==> config.mk <==
export PLATFORM = sky130hd
export DESIGN_NAME = rst_seq
export DESIGN_NICKNAME = d
export VERILOG_FILES = /design/src/rtl/rst_seq.sv
export SDC_FILE = /design/constraint.sdc
export NUM_CORES = 1
export LEC_CHECK = 0
export ABC_CLOCK_PERIOD_IN_PS = 2600
export BUFFER_PORTS_ARGS = -buffer_cell sky130_fd_sc_hd__buf_2
export CAP_MARGIN = 10
export CORE_MARGIN = 1.5
export CORE_UTILIZATION = 57
export CTS_BUF_LIST = sky130_fd_sc_hd__clkbuf_4 sky130_fd_sc_hd__clkbuf_8
export CTS_CLUSTER_DIAMETER = 40
export DETAILED_ROUTE_END_ITERATION = 8
export PLACE_DENSITY = 0.9
export SLEW_MARGIN = 0
export SYNTH_ARGS = -nofsm -noshare
export SYNTH_HDL_FRONTEND = slang
export SYNTH_SLANG_ARGS = --single-unit
==> constraint.sdc <==
create_clock -name clk_sys_i -period 2.6 [get_ports clk_sys_i]
set_clock_uncertainty 0.2 [all_clocks]
set_input_delay 0.13 -clock clk_sys_i [delete_from_list [all_inputs] [get_ports clk_sys_i]]
set_output_delay 0.13 -clock clk_sys_i [all_outputs]
set_load 0.01 [all_outputs]
==> src/rtl/rst_seq.sv <==
// rst_seq: staged release of active-low domain resets, one stage at a time.
// Each release waits for a synchronized per-stage ack, with a timeout fault.
// Define RST_SEQ_ACK_CHECK_EN to enable ack checking and the timeout fault.
// Without it, acks are ignored and every stage is treated as ready at once.
module rst_seq #(
    parameter int g_NUM_STAGES  = 4,
    parameter int g_HOLD_CYCLES = 8,
    parameter int g_STAGE_DELAY = 4,
    parameter int g_ACK_TIMEOUT = 32
) (
    input  logic                    clk_sys_i,
    input  logic                    sys_rst_i,
    input  logic                    rst_req_i,
    input  logic [g_NUM_STAGES-1:0] stage_ack_i,
    output logic [g_NUM_STAGES-1:0] stage_rstn_o,
    output logic                    done_o,
    output logic                    timeout_o,
    output logic [((g_NUM_STAGES > 1) ? $clog2(g_NUM_STAGES) : 1)-1:0] fail_stage_o
);
    localparam int SW   = (g_NUM_STAGES > 1) ? $clog2(g_NUM_STAGES) : 1;
    localparam int MAXH = (g_HOLD_CYCLES > g_STAGE_DELAY) ? g_HOLD_CYCLES : g_STAGE_DELAY;
    localparam int MAXC = (MAXH > g_ACK_TIMEOUT) ? MAXH : g_ACK_TIMEOUT;
    localparam int CW   = $clog2(MAXC + 1);
    localparam logic [CW-1:0] HOLD_M1 = CW'(g_HOLD_CYCLES - 1);
    localparam logic [CW-1:0] DLY_M1  = CW'(g_STAGE_DELAY - 1);
    localparam logic [CW-1:0] TO_M1   = CW'(g_ACK_TIMEOUT - 1);
    localparam logic [SW-1:0] LAST    = SW'(g_NUM_STAGES - 1);

    typedef enum logic [2:0] {S_HOLD, S_WAIT, S_DELAY, S_DONE, S_FAULT} state_t;

    state_t                  state_q, state_d;
    logic [CW-1:0]           cnt_q, cnt_d;
    logic [SW-1:0]           k_q, k_d;
    logic [g_NUM_STAGES-1:0] rstn_q, rstn_d;
    logic                    done_q, done_d;
    logic [g_NUM_STAGES-1:0] ack_s;

`ifdef RST_SEQ_ACK_CHECK_EN
    logic [g_NUM_STAGES-1:0] ack_s1_q, ack_s2_q;
    logic                    timeout_q, timeout_d;
    logic [SW-1:0]           fail_q, fail_d;

    // Two-flop synchronizer: acks may come from other clock domains
    always_ff @(posedge clk_sys_i or posedge sys_rst_i) begin
        if (sys_rst_i) begin
            ack_s1_q <= '0;
            ack_s2_q <= '0;
        end else begin
            ack_s1_q <= stage_ack_i;
            ack_s2_q <= ack_s1_q;
        end
    end
    assign ack_s = ack_s2_q;

    // Sticky fault flag and index of the stage that never acked
    always_ff @(posedge clk_sys_i or posedge sys_rst_i) begin
        if (sys_rst_i) begin
            timeout_q <= 1'b0;
            fail_q    <= '0;
        end else begin
            timeout_q <= timeout_d;
            fail_q    <= fail_d;
        end
    end
    // Fault outputs are fully determined by the state being entered
    always_comb begin
        timeout_d = (state_d == S_FAULT);
        fail_d    = (state_d == S_FAULT) ? k_q : '0;
    end
    assign timeout_o    = timeout_q;
    assign fail_stage_o = fail_q;
`else
    logic unused_ack;
    assign unused_ack   = ^stage_ack_i;
    assign ack_s        = '1;
    assign timeout_o    = 1'b0;
    assign fail_stage_o = '0;
`endif

    // State register, shared counter, current stage index and registered outputs
    always_ff @(posedge clk_sys_i or posedge sys_rst_i) begin
        if (sys_rst_i) begin
            state_q <= S_HOLD;
            cnt_q   <= '0;
            k_q     <= '0;
            rstn_q  <= '0;
            done_q  <= 1'b0;
        end else begin
            state_q <= state_d;
            cnt_q   <= cnt_d;
            k_q     <= k_d;
            rstn_q  <= rstn_d;
            done_q  <= done_d;
        end
    end

    // Next state: counter clears on every transition; a soft request overrides everything
    always_comb begin
        state_d = state_q;
        cnt_d   = cnt_q + 1'b1;
        k_d     = k_q;
        case (state_q)
            S_HOLD: if (cnt_q == HOLD_M1) begin
                state_d = S_WAIT;
                cnt_d   = '0;
                k_d     = '0;
            end
            S_WAIT: if (ack_s[k_q]) begin
                state_d = (k_q == LAST) ? S_DONE : S_DELAY;
                cnt_d   = '0;
            end else if (cnt_q == TO_M1) begin
                state_d = S_FAULT;
                cnt_d   = '0;
            end
            S_DELAY: if (cnt_q == DLY_M1) begin
                state_d = S_WAIT;
                cnt_d   = '0;
                k_d     = k_q + 1'b1;
            end
            default: cnt_d = '0;
        endcase
        if (rst_req_i) begin
            state_d = S_HOLD;
            cnt_d   = '0;
            k_d     = '0;
        end
    end

    // Outputs: release stage k_d when entering WAIT, drop stage k_q on fault, clear all in HOLD
    always_comb begin
        rstn_d = rstn_q;
        if (state_d == S_WAIT && state_q != S_WAIT) rstn_d[k_d] = 1'b1;
        if (state_d == S_FAULT) rstn_d[k_q] = 1'b0;
        if (state_d == S_HOLD) rstn_d = '0;
        done_d = (state_d == S_DONE);
    end

    assign stage_rstn_o = rstn_q;
    assign done_o       = done_q;
endmodule
==> impl.org, run 1 <==
** Run status
- The run finished, with violations left.
- Violations in the final reports :: design-rule violations

** Synthesis
- Most common flop cell mapped by yosys :: sky130_fd_sc_hd__dfrtp_1
- Synthesis inferred 16 register bits.
- Synth warnings :: 0
- Count of mapped cells out of synthesis :: 102
- After synthesis, the share of flip-flops with an asynchronous set or reset is 100.0%.
- The share of synthesized area in the top cell type comes to 40.97%.
- Number of enable flip-flop cells after synthesis :: 0
- Top area cells in the synthesized netlist :: sky130_fd_sc_hd__dfrtp_1 41%, sky130_fd_sc_hd__nor2_1 6.5%, sky130_fd_sc_hd__ha_1 6.4%
- Syn_area_per_cell :: 9.580 um2
- Cell Area, Synth :: 977.2 um2
- Portion of the post-synthesis area used by sequential elements :: 40.97%
- Cell type contributing the most total cell area after synthesis :: sky130_fd_sc_hd__dfrtp_1
- Synthesis instantiated 33 different standard cells from the library.

** Floorplanning
- The initial utilization of the core area, before any placement, comes to 62.68%.
- The die is 44.41 um wide.
- Die boundary height :: 44.41 um
- Core ar. :: 1559 um2
- Count of pins on the block boundary :: 15
- Site row count :: 14
- Die Footprint :: 1972 um2

** CTS
- CTS max path bufs :: 2
- Counting the buffers created by CTS gives 3.
- The tree built by TritonCTS fans out to 16 sinks.
- Post-CTS repair timing setup buffer count :: 0
- In this run the number of H-tree levels came out at 1.
- The clock reaches the later pin of the worst-skew pair after 0.28 ns.
- TritonCTS built the clock tree.
- Clock tree synthesis selected as its root buffer the cell sky130_fd_sc_hd__clkbuf_4.
- Clock-pin slew was measured on the worst setup and hold paths at 0.09 ns.

** Critical path
- The largest single stage delay on the critical path is 0.53 ns.
- Crit-path max FO :: 5
- STA classifies the critical path startpoint as a flop.
- Max stage delay cell, worst path :: sky130_fd_sc_hd__or4_4
- Cell-by-cell listing of the critical path :: ha_1 -> or2b_1 -> or4_4 -> and2_4 -> o32a_1
- Critical Path RT :: 2.57 ns
- Data arrives at the worst endpoint at 2.21 ns.
- Type of element capturing the critical path :: flop
- The critical path is of the flop to flop type.
- FF-to-FF path depth :: 5

** Global routing
- First-pass GRT wire length :: 2849 um
- The initial antenna violation count was 0.
- Remaining global-route overflow :: 0
- Maximum number of pins on one net before global-route repair :: 17
- Global routing consumed, over all layers together, 19.78% of the routing resources.
- The number of global-route vias before repair is 673.

** Power and ir drop
- Maximum VDD drop :: 0.2899 mV
- Cell leakage power :: 0.0004726 uW
- Total power :: 456.1 uW
- Pwr Density :: 429.4 nW/um2

** STA
- The number of hold-slack violations in the final timing report is 0.
- Final critical delay including setup and external delays :: 2.242 ns
- Worst Hold Slack :: 0.2423 ns
- For the pin with the worst max-slew slack, the measured transition is 0.5641 ns.
- For this run, the top clock speed supported by timing is 446.1 MHz.
- The worst path uses 86.22% of the clock period.
- Measured against its own limit, the worst slew margin works out to 61.86%.
- Unrepaired setup endpoints after global routing :: false
- In the final timing run, aggregate negative setup slack is 0 ns.
- The number of max-slew violations in the final report is 0.
- Setup violations remaining at the end of the flow were counted as 0.

** Placed design
- Buffers placed on the I/O ports in this run total 7.
- Estimated wirelength of the detail-placed design :: 1248 um
- Final Wtd Congestion :: 0.8981

** Final layout
- Leaving out fill and tap cells, the most frequent cell in the layout is sky130_fd_sc_hd__nor2_1.
- Layout cell share with drive strength beyond 1 :: 15.32%
- Fill cells in the final layout number 120.
- Number of nets in the layout :: 124
- Commonest cells after routing, fill and taps aside :: 17 x sky130_fd_sc_hd__nor2_1, 16 x sky130_fd_sc_hd__dfrtp_1, 10 x sky130_fd_sc_hd__inv_1
- Diode insertion count for antenna repair :: 0
- Synth-to-Final Area Change :: 8.707%

** Route
- Number of DRC violations after detailed-routing iteration 0 :: 27
- Routed Wire Length :: 1718 um
- Dividing the detail-routed wire length by the instance count gives 13.53 um.
- Once detail routing completed, the nets flagged for antenna violations numbered 0.
- DRC violation count after routing :: 2
- DR vias/cell :: 5.803
- The routed layout has 737 vias.
- Iteration count of the initial detailed-routing pass :: 6

** Job
- # Max-Cap Violations :: 0

** Min path
- Hold Crit Class :: input pin to async pin
[cell families (layout without fill, tap and decap cells)]
logic type / Yosys count / count (layout) / synth area share (%)
AND/OR/NAND/NOR: 40 / 40 / 22.54
AO/OA/AOI/OAI: 20 / 20 / 18.82
flip-flops: 16 / 16 / 40.97
buffers and inverters: 16 / 23 / 7.298
adder cells (fa/ha/maj): 5 / 5 / 6.402
XOR/XNOR: 4 / 4 / 3.586
other: 1 / 3 / 0.3838
[registers in the layout, summed over array words and instances (netlist names)]
register / flops
k_q: 2
done_o: 1
stage_rstn_o: 4
state_q: 3
cnt_q: 6
[Yosys cell counts, types with 3 or more instances]
cell / instances
sky130_fd_sc_hd__a211oi_1: 6
sky130_fd_sc_hd__a21oi_1: 5
sky130_fd_sc_hd__buf_4: 3
sky130_fd_sc_hd__clkbuf_1: 3
sky130_fd_sc_hd__dfrtp_1: 16
sky130_fd_sc_hd__ha_1: 5
sky130_fd_sc_hd__inv_1: 10
sky130_fd_sc_hd__nand2b_1: 5
sky130_fd_sc_hd__nand3_1: 4
sky130_fd_sc_hd__nor2_1: 17
[final cells by class]
cell class,instances,area [um2],share of cell area (%)
clock buffers,4,36.28,3.416
inverters,10,37.54,3.534
multi-input cells,72,513.0,48.29
flip-flops and latches,16,400.4,37.69
well taps,16,20.02,1.885
repair buffers,9,55.05,5.183
[routing by layer]
layer,track usage (%),vias to the layer above,wire length (um)
met3,2.449,2,47
met2,32.65,17,836
met5,0,-,0
met4,9.091,0,14
li1,-,361,-
met1,25.93,357,820
[critical path, delay by kind of cell (launching register included)]
family	cells	cell delay (ns)
AO/OA/AOI/OAI	1	0.34
flip-flops	1	0.37
AND/OR/NAND/NOR	3	1.00
adder cells (fa/ha/maj)	1	0.23
[stage by stage]
stage | area (um2) | cells | setup slack, ns | utilization (%)
detailed placement | 1006 | 121 | 0.3753 | 64.53
global route | 1062 | 127 | 0.2430 | 68.14
global placement | 1006 | 121 | 0.4059 | 64.53
finish | 1062 | 127 | 0.3584 | 68.14
floorplan | 984.7 | 104 | 0.4843 | -
CTS | 1062 | 127 | 0.3596 | 68.14
[final timing paths]
kind	start	slack [ns]	end
min in group clk_sys_i	cnt_q[0]$_DFF_PP0_	0.26	cnt_q[0]$_DFF_PP0_
max reg2reg	cnt_q[0]$_DFF_PP0_	0.36	stage_rstn_o[1]$_DFF_PP0_
max in group asynchronous	sys_rst_i	1.57	cnt_q[2]$_DFF_PP0_
min	sys_rst_i	0.24	state_q[1]$_DFF_PP0_
min reg2reg	cnt_q[0]$_DFF_PP0_	0.26	cnt_q[0]$_DFF_PP0_
max	cnt_q[0]$_DFF_PP0_	0.36	stage_rstn_o[1]$_DFF_PP0_
[power breakdown]
part / total [uW] / internal (uW) / switching, uW
clock network: 162 / 85.2 / 76.7
registers: 258 / 253 / 5.30
logic: 36.2 / 14.2 / 22.0
[timing repair]
action | CTS | global route
endpoints found under the hold margin | 18 | 0
hold buffers | 2 | 0
gates resized for setup | 0 | 0
No activity file was read; power rests on OpenSTA's default activity.
==> inputs of run 2 (changes only) <==
--- a/config.mk
+++ b/config.mk
@@ -10,7 +10,7 @@
 export CAP_MARGIN = 10
 export CORE_MARGIN = 1.5
 export CORE_UTILIZATION = 57
-export CTS_BUF_LIST = sky130_fd_sc_hd__clkbuf_4 sky130_fd_sc_hd__clkbuf_8
+export CTS_BUF_LIST = sky130_fd_sc_hd__clkbuf_8
 export CTS_CLUSTER_DIAMETER = 40
 export DETAILED_ROUTE_END_ITERATION = 8
 export PLACE_DENSITY = 0.9
==> run 2 against run 1 <==
  * The run still ends with design-rule violations left
  * Utilization rose by 1.2 points
  * Maximum frequency rose by 0.45%
  * Flip-flop and latch count did not move
  * Setup slack improved by 0.010 ns
  * Critical path type unchanged
  * Sequential power barely moved
==> impl.org, run 2 (synthesis gave the netlist of run 1 again) <==
** Power and ir drop
- The switching power came to 113.2 uW (+8.8%).
- Cell internal pwr :: 401.7 uW (+14%)
- Maximum VDD drop :: 0.3774 mV (+30%)
- The relative contribution of the clock network to total power came to 42.8% (+7.3 points).
- The relative contribution of sequential cells to total power was 50.2% (-6.4 points).
- Sw Share :: 21.98% (-0.83 points)
- The leakage power summed over all cells was 0.0004804 uW (+1.6%).
- The combinational share of power came to 7.0% (-0.9 points).
- The power per cell area came to 476.3 nW/um2 (+11%).

** Route
- The residual DRC count was 2 (unchanged).
- Final antenna-violating net count :: 0 (unchanged)
- The first-pass iteration count of the detailed router is 6 (unchanged).
- Overall via count from detail_route :: 758 (+2.8%)
- DR vias/cell :: 5.969 (+2.8%)
- Routed Wire Length :: 1810 um (+5.4%)
- Number of DRC violations after detailed-routing iteration 0 :: 22 (-19%)
- Wirelength per Cell :: 14.25 um (+5.4%)

** CTS
- Number of H-tree levels :: 1 (unchanged)
- Inserted Clock Buffers :: 3 (unchanged)
- Clock Sink Count :: 16 (unchanged)
- TritonCTS clock tree :: yes
- CTS max path bufs :: 2 (unchanged)
- CTS root buffer :: sky130_fd_sc_hd__clkbuf_8
- Worst-skew pair later-pin latency :: 0.25 ns (-0.03 ns)
- The clock-pin transition on the worst setup and hold timing paths was 0.06 ns (-0.03 ns).
- The count of instances resized after the clock tree is built was 0 (unchanged).

** Critical path
- The maximum fanout count along the critical path came to 5 (unchanged).
- The slack of the worst reg-to-reg path came to 0.37 ns (about the same).
- The worst setup path is launched from a flop.
- The arrival time at the worst endpoint is 2.17 ns (-0.04 ns).
- FF-to-FF End :: stage_rstn_o[1]$_DFF_PP0_
- The required time of the critical path came to 2.54 ns (-0.03 ns).
- Setup CP Type :: flop to flop
- The logic depth of the worst register-to-register path was 5 (unchanged).
- The worst register-to-register path begins at cnt_q[0]$_DFF_PP0_.
- Type of element capturing the critical path :: flop

** Min path
- The path with the worst hold slack has its endpoint at cnt_q[0]$_DFF_PP0_.
- Along the worst hold path, the cell count comes to 1.
- The startpoint identified for the worst hold timing path is cnt_q[0]$_DFF_PP0_.
- Hold Crit Class :: flop to flop

** Final layout
- Synth-to-Final Area Change :: 10.63%
- The number of antenna repair diodes was 0 (unchanged).
- The share of final-layout standard cells stronger than drive strength 1 came to 15.32% (unchanged).
- The multi-input combinational cell area came to 513.0 um2 (unchanged).
- Counting flops per register, the top entry is cnt_q.
- The number of nets in the layout came to 124 (unchanged).
- Fillers :: 113 (-5.8%)
- Commonest cells after routing, fill and taps aside :: 17 x sky130_fd_sc_hd__nor2_1, 16 x sky130_fd_sc_hd__dfrtp_1, 10 x sky130_fd_sc_hd__inv_1
- Sequential cell area in the final layout :: 400.4 um2 (unchanged)
- Leaving out fill and tap cells, the most frequent cell in the layout is sky130_fd_sc_hd__nor2_1.
- The number of flip-flops under the largest register name is 6 (unchanged).

** STA
- Worst slew margin relative to its limit :: 61.26% (-0.60 points)
- The transition time at the pin with the least slew margin came to 0.5804 ns (+0.01633 ns).
- Worst Hold Slack :: 0.2582 ns (+0.01589 ns)
- The peak clock frequency supported by timing came to 448.1 MHz (+0.45%).
- The setup TNS is 0 ns (unchanged).
- Tcrit/Tclk final :: 85.83% (-0.39 points)
- The number of hold-slack violations in the final timing report was 0 (unchanged).
- Unrepaired setup endpoints after global routing :: false
- Final critical delay including setup and external delays :: 2.232 ns (-0.01004 ns)
- Final Slew Violations :: 0 (unchanged)
- The number of setup violations in the final report was 0 (unchanged).

** Floorplanning
- The height of the die was 44.41 um (unchanged).
- Count of pins on the block boundary :: 15 (unchanged)
- Chip Width :: 44.41 um (unchanged)
- The core outline area was 1559 um2 (unchanged).
- The site row count is 14 (unchanged).
- Effective utilization at floorplan :: 62.68% (unchanged)
- Die Footprint :: 1972 um2 (unchanged)

** Placed design
- Final Wtd Congestion :: 0.8981 (unchanged)
- Estimated wirelength of the detail-placed design :: 1248 um (unchanged)
- The count of input and output buffers came to 7 (unchanged).

** Global routing
- The initial antenna violation count was 0 (unchanged).
- Vias in the first global route :: 671 (-0.30%)
- The pin count of the biggest net entering global routing is 17 (unchanged).
- Total GRT Usage :: 21.24% (+1.5 points)
- Remaining global-route overflow :: 0 (unchanged)
- First-pass GRT wire length :: 2953 um (+3.7%)

** Run status
- The final reports fail on design-rule violations.
- Status :: finished, violations left

** Job
- # Max-Cap Violations :: 0 (unchanged)
==> run 2: cell counts in the layout (fill, tap and decap cells not counted) <==
Identical to the previous run, type by type.
==> run 2: stage by stage <==
stage	power, uW	std cells	setup WS [ns]	area (um2)	util, %
global route	531.0	127	0.2218	1081	69.34
CTS	516.8	127	0.3642	1081	69.34
global placement	295.6	121	0.4059	1006	64.53
finish	514.9	127	0.3684	1081	69.34
floorplan	292.6	104	0.4843	984.7	-
detailed placement	296.9	121	0.3753	1006	64.53
==> run 2: area by class of cell <==
cell class	instances	share of cell area, %
tap	16	1.852
inverter	10	3.472
sequential	16	37.04
timing repair buffer	9	5.093
clock buffer	4	5.093
multi-input combinational	72	47.45
==> run 2: layer usage <==
metal  track usage (%)  vias up  routed length (um)
met3             3.673        8                 105
met4             12.73        0                  58
met1             27.25      362                 814
li1                  -      362                   -
met2             33.53       26                 831
met5                 0        -                   0
==> run 2: worst max-delay path: stages (launching register included) <==
cell	delay, ns
sky130_fd_sc_hd__dfrtp_1	0.36
sky130_fd_sc_hd__ha_1	0.23
sky130_fd_sc_hd__or2b_1	0.28
sky130_fd_sc_hd__or4_4	0.53
sky130_fd_sc_hd__and2_4	0.18
sky130_fd_sc_hd__o32a_1	0.34
==> run 2: how the worst max path moves through the flow <==
stage / start / endpoint / slack [ns] / cells after the start
final: cnt_q[0]$_DFF_PP0_ / stage_rstn_o[1]$_DFF_PP0_ / 0.37 / 5
after detailed placement: cnt_q[0]$_DFF_PP0_ / stage_rstn_o[1]$_DFF_PP0_ / 0.38 / 5
after CTS: cnt_q[0]$_DFF_PP0_ / stage_rstn_o[1]$_DFF_PP0_ / 0.36 / 5
after global routing: cnt_q[0]$_DFF_PP0_ / stage_rstn_o[0]$_DFF_PP0_ / 0.22 / 5
after floorplan: cnt_q[0]$_DFF_PP0_ / stage_rstn_o[1]$_DFF_PP0_ / 0.48 / 5
after global placement: cnt_q[0]$_DFF_PP0_ / stage_rstn_o[1]$_DFF_PP0_ / 0.41 / 5
==> run 2: timing repair <==
| action | CTS | global route |
|---|---|---|
| setup buffers | 0 | 0 |
| setup endpoints to repair | 0 | 0 |
| hold buffers | 2 | 0 |
| hold endpoints to repair | 18 | 0 |
==> run 2: power groups by stage <==
stage / sequential [uW] / clock (uW) / combinational, uW
after floorplan: 260 / 0 / 32.6
after global placement: 262 / 0 / 33.1
after detailed placement: 263 / 0 / 34.2
after CTS: 258 / 222 / 36.5
after global routing: 259 / 230 / 42.5
final: 258 / 220 / 36.1
==> inputs of run 3 (changes only) <==
--- a/config.mk
+++ b/config.mk
@@ -5,7 +5,7 @@
 export SDC_FILE = /design/constraint.sdc
 export NUM_CORES = 1
 export LEC_CHECK = 0
-export ABC_CLOCK_PERIOD_IN_PS = 2600
+export ABC_CLOCK_PERIOD_IN_PS = 2100
 export BUFFER_PORTS_ARGS = -buffer_cell sky130_fd_sc_hd__buf_2
 export CAP_MARGIN = 10
 export CORE_MARGIN = 1.5
==> constraint.sdc (replaced) <==
create_clock -name clk_sys_i -period 2.1 [get_ports clk_sys_i]
set_clock_uncertainty 0.2 [all_clocks]
set_input_delay 0.105 -clock clk_sys_i [delete_from_list [all_inputs] [get_ports clk_sys_i]]
set_output_delay 0.105 -clock clk_sys_i [all_outputs]
set_load 0.01 [all_outputs]
==> run 3 against run 2 <==
  * The flow finishes with violations (design-rule violations, negative setup slack)
  * Global-route usage is 9.4 points higher
  * Sequential share of layout area is 4.6 points lower
  * Combinational power is 91% higher
  * Clock power is 9% higher
  * Register-to-register slack worse by 0.43 ns
  * Routed wire length is 49% higher
  * Via count is 21% higher
  * Sequential power is 23% higher
  * Largest power group unchanged
  * Highest routed layer unchanged
==> impl.org, run 3 (synthesis gave the netlist of run 1 again) <==
** Floorplanning
- The effective utilization at floorplan is 62.68% (unchanged).
- The core outline area is 1559 um2 (unchanged).
- The die span in x was 44.41 um (unchanged).
- Site row count :: 14 (unchanged)
- Die Footprint :: 1972 um2 (unchanged)
- Count of pins on the block boundary :: 15 (unchanged)
- The height of the die came to 44.41 um (unchanged).

** Run status
- The checks that failed: design-rule violations, negative setup slack.
- The flow ran to the end, but the final reports show violations.

** STA
- The post-layout minimum cycle time is 2.163 ns (-0.06852 ns).
- The number of max-slew violations in the final report was 0 (unchanged).
- Unrepaired setup endpoints after global routing :: true
- The transition time at the pin with the least slew margin came to 0.6239 ns (+0.04342 ns).
- Setup ws final :: -0.06308 ns (-0.4315 ns)
- The portion of the clock cycle consumed by the worst path in the final layout came to 103.0% (+17 points).
- The setup TNS is -0.1573 ns (-0.1573 ns).
- Total count of hold-check failures in the final report :: 0 (unchanged)
- The relative slew slack was 58.36% (-2.9 points).
- Fmax :: 462.3 MHz (+3.2%)
- Count of endpoints failing setup in the final report :: 3 (+3)
- The worst hold margin came to 0.06674 ns (-0.1915 ns).

** Final layout
- The number of flip-flops under the largest register name was 6 (unchanged).
- Commonest cells after routing, fill and taps aside :: 17 x sky130_fd_sc_hd__nor2_1, 17 x sky130_fd_sc_hd__buf_4, 13 x sky130_fd_sc_hd__dfrtp_1
- The utilization after layout came to 80.02% (+11 points).
- The count of non-filler cells in the finished layout is 143 (+13%).
- The number of fillers in the final layout was 96 (-15%).
- Top register by number of flip-flops :: cnt_q
- Number of nets in the layout :: 141 (+14%)
- Layout cell share with drive strength beyond 1 :: 34.65% (+19 points)
- The number of antenna repair diodes is 0 (unchanged).
- From synthesis to final layout, the design area changed by 27.66%.

** Critical path
- Largest incremental delay on the critical path :: 0.51 ns (-0.02 ns)
- Among all stages on the critical path, the largest delay is contributed by sky130_fd_sc_hd__or4_4.
- The worst setup path is launched from a flop.
- Type of element capturing the critical path :: flop
- The maximum fanout count along the critical path came to 4 (-1).
- Critical Path RT :: 2.04 ns (-0.50 ns)
- Largest delay share family, worst path :: simple AND/OR/NAND/NOR gates
- Setup CP Type :: flop to flop
- The buffering stage count on the worst path with inverters included came to 0 (unchanged).
- Cell-by-cell listing of the critical path :: or3_4 -> or4_4 -> and2_4 -> o32a_1
- Worst path arrival time :: 2.11 ns (-0.06 ns)

** Global routing
- Maximum number of pins on one net before global-route repair :: 17 (unchanged)
- Remaining global-route overflow :: 0 (unchanged)
- The number of global-route vias before repair is 897 (+34%).
- The initial antenna violation count is 0 (unchanged).
- First-pass GRT wire length :: 4146 um (+40%)
- Total GRT Usage :: 30.67% (+9.4 points)

** CTS
- Worst-skew pair later-pin latency :: 0.26 ns (about the same)
- The level count of the clock H-tree came to 1 (unchanged).
- The number of clock sinks was 16 (unchanged).
- CTS placed an instance of sky130_fd_sc_hd__clkbuf_8 at the clock tree root.
- TritonCTS clock tree :: yes
- The buffer depth of the longest clock path came to 2 (unchanged).
- The clock-pin transition on the worst setup and hold timing paths came to 0.06 ns (about the same).
- The number of buffers added by the clock tree synthesis step came to 3 (unchanged).

** Min path
- The tightest min-delay check is of the input pin to flop type.

** Route
- The residual DRC count came to 1 (-1).
- The number of vias per cell was 6.406 (+7.3%).
- The average wire per cell in the routed design was 18.84 um (+32%).
- Final antenna-violating net count :: 0 (unchanged)
- Number of DRC violations after detailed-routing iteration 0 :: 66 (+200%)
- Overall via count from detail_route :: 916 (+21%)
- Iteration count of the initial detailed-routing pass :: 6 (unchanged)
- Routed Wire Length :: 2694 um (+49%)

** Placed design
- Placed instance count :: 132 (+9.1%)
- IO buf count :: 7 (unchanged)
- Final Wtd Congestion :: 0.8789 (-2.1%)
- Estimated wirelength of the detail-placed design :: 1571 um (+26%)

** Power and ir drop
- The leakage power summed over all cells is 0.0005561 uW (+16%).
- The total design power is 625.9 uW (+22%).
- Maximum VDD drop :: 0.4761 mV (+26%)
- Pwr Density :: 501.7 nW/um2 (+5.3%)

** Job
- # Max-Cap Violations :: 0 (unchanged)
## run 3: layer usage
| layer | part of all wire [%] | up-vias | global-route usage [%] |
|---|---|---|---|
| met3 | 10 | 9 | 8.980 |
| met2 | 47 | 66 | 48.82 |
| li1 | - | 395 | - |
| met1 | 40 | 446 | 35.36 |
| met4 | 2.3 | 0 | 21.21 |
| met5 | 0 | - | 0 |
## run 3: repair_timing
action,4_1_cts,5_1_grt
endpoints found under the setup margin,4,5
resized for setup,4,7
pin swaps,4,4
hold endpoints to repair,18,0
cloned,0,0
hold buffers,2,0
setup buffers,4,2
## run 3: power breakdown
part / switching, uW / internal, uW / total, uW
clock: 111 / 128 / 239
sequential: 5.00 / 313 / 318
combinational: 38.9 / 29.9 / 68.8
## run 3: worst paths after layout
check,start,endpoint,slack (ns),cells past startpoint
worst min register to register,stage_rstn_o[1]$_DFF_PP0_,stage_rstn_o[1]$_DFF_PP0_,0.32,1
min in group asynchronous,sys_rst_i,state_q[1]$_DFF_PP0_,0.27,3
max in group asynchronous,sys_rst_i,cnt_q[3]$_DFF_PP0_,0.99,3
worst min-delay path,rst_req_i,done_o$_DFF_PP0_,0.07,4
worst max-delay path,cnt_q[4]$_DFF_PP0_,stage_rstn_o[1]$_DFF_PP0_,-0.06,4
worst max register to register,cnt_q[4]$_DFF_PP0_,stage_rstn_o[1]$_DFF_PP0_,-0.06,4
## run 3: area by class of cell
cell class,count,area [um2],share of cell area [%]
sequential,16,404.1,32.40
clock buffer,3,41.29,3.310
timing repair buffer,26,182.7,14.64
multi-input combinational,72,561.8,45.03
inverter,10,37.54,3.009
tap,16,20.02,1.605
## run 3: through the flow
stage	worst slack (ns)	area, um2
finish	-0.06308	1247
global route	-0.07674	1247
CTS	-0.02250	1207
detailed placement	-0.1502	1091
global placement	-0.01022	1091
floorplan	0.003995	987.2
## run 3: worst register-to-register path, stage by stage (launching register included)
cell and delay (ns):
sky130_fd_sc_hd__dfrtp_1 0.42, sky130_fd_sc_hd__or3_4 0.40, sky130_fd_sc_hd__or4_4 0.51, sky130_fd_sc_hd__and2_4 0.18
sky130_fd_sc_hd__o32a_1 0.34
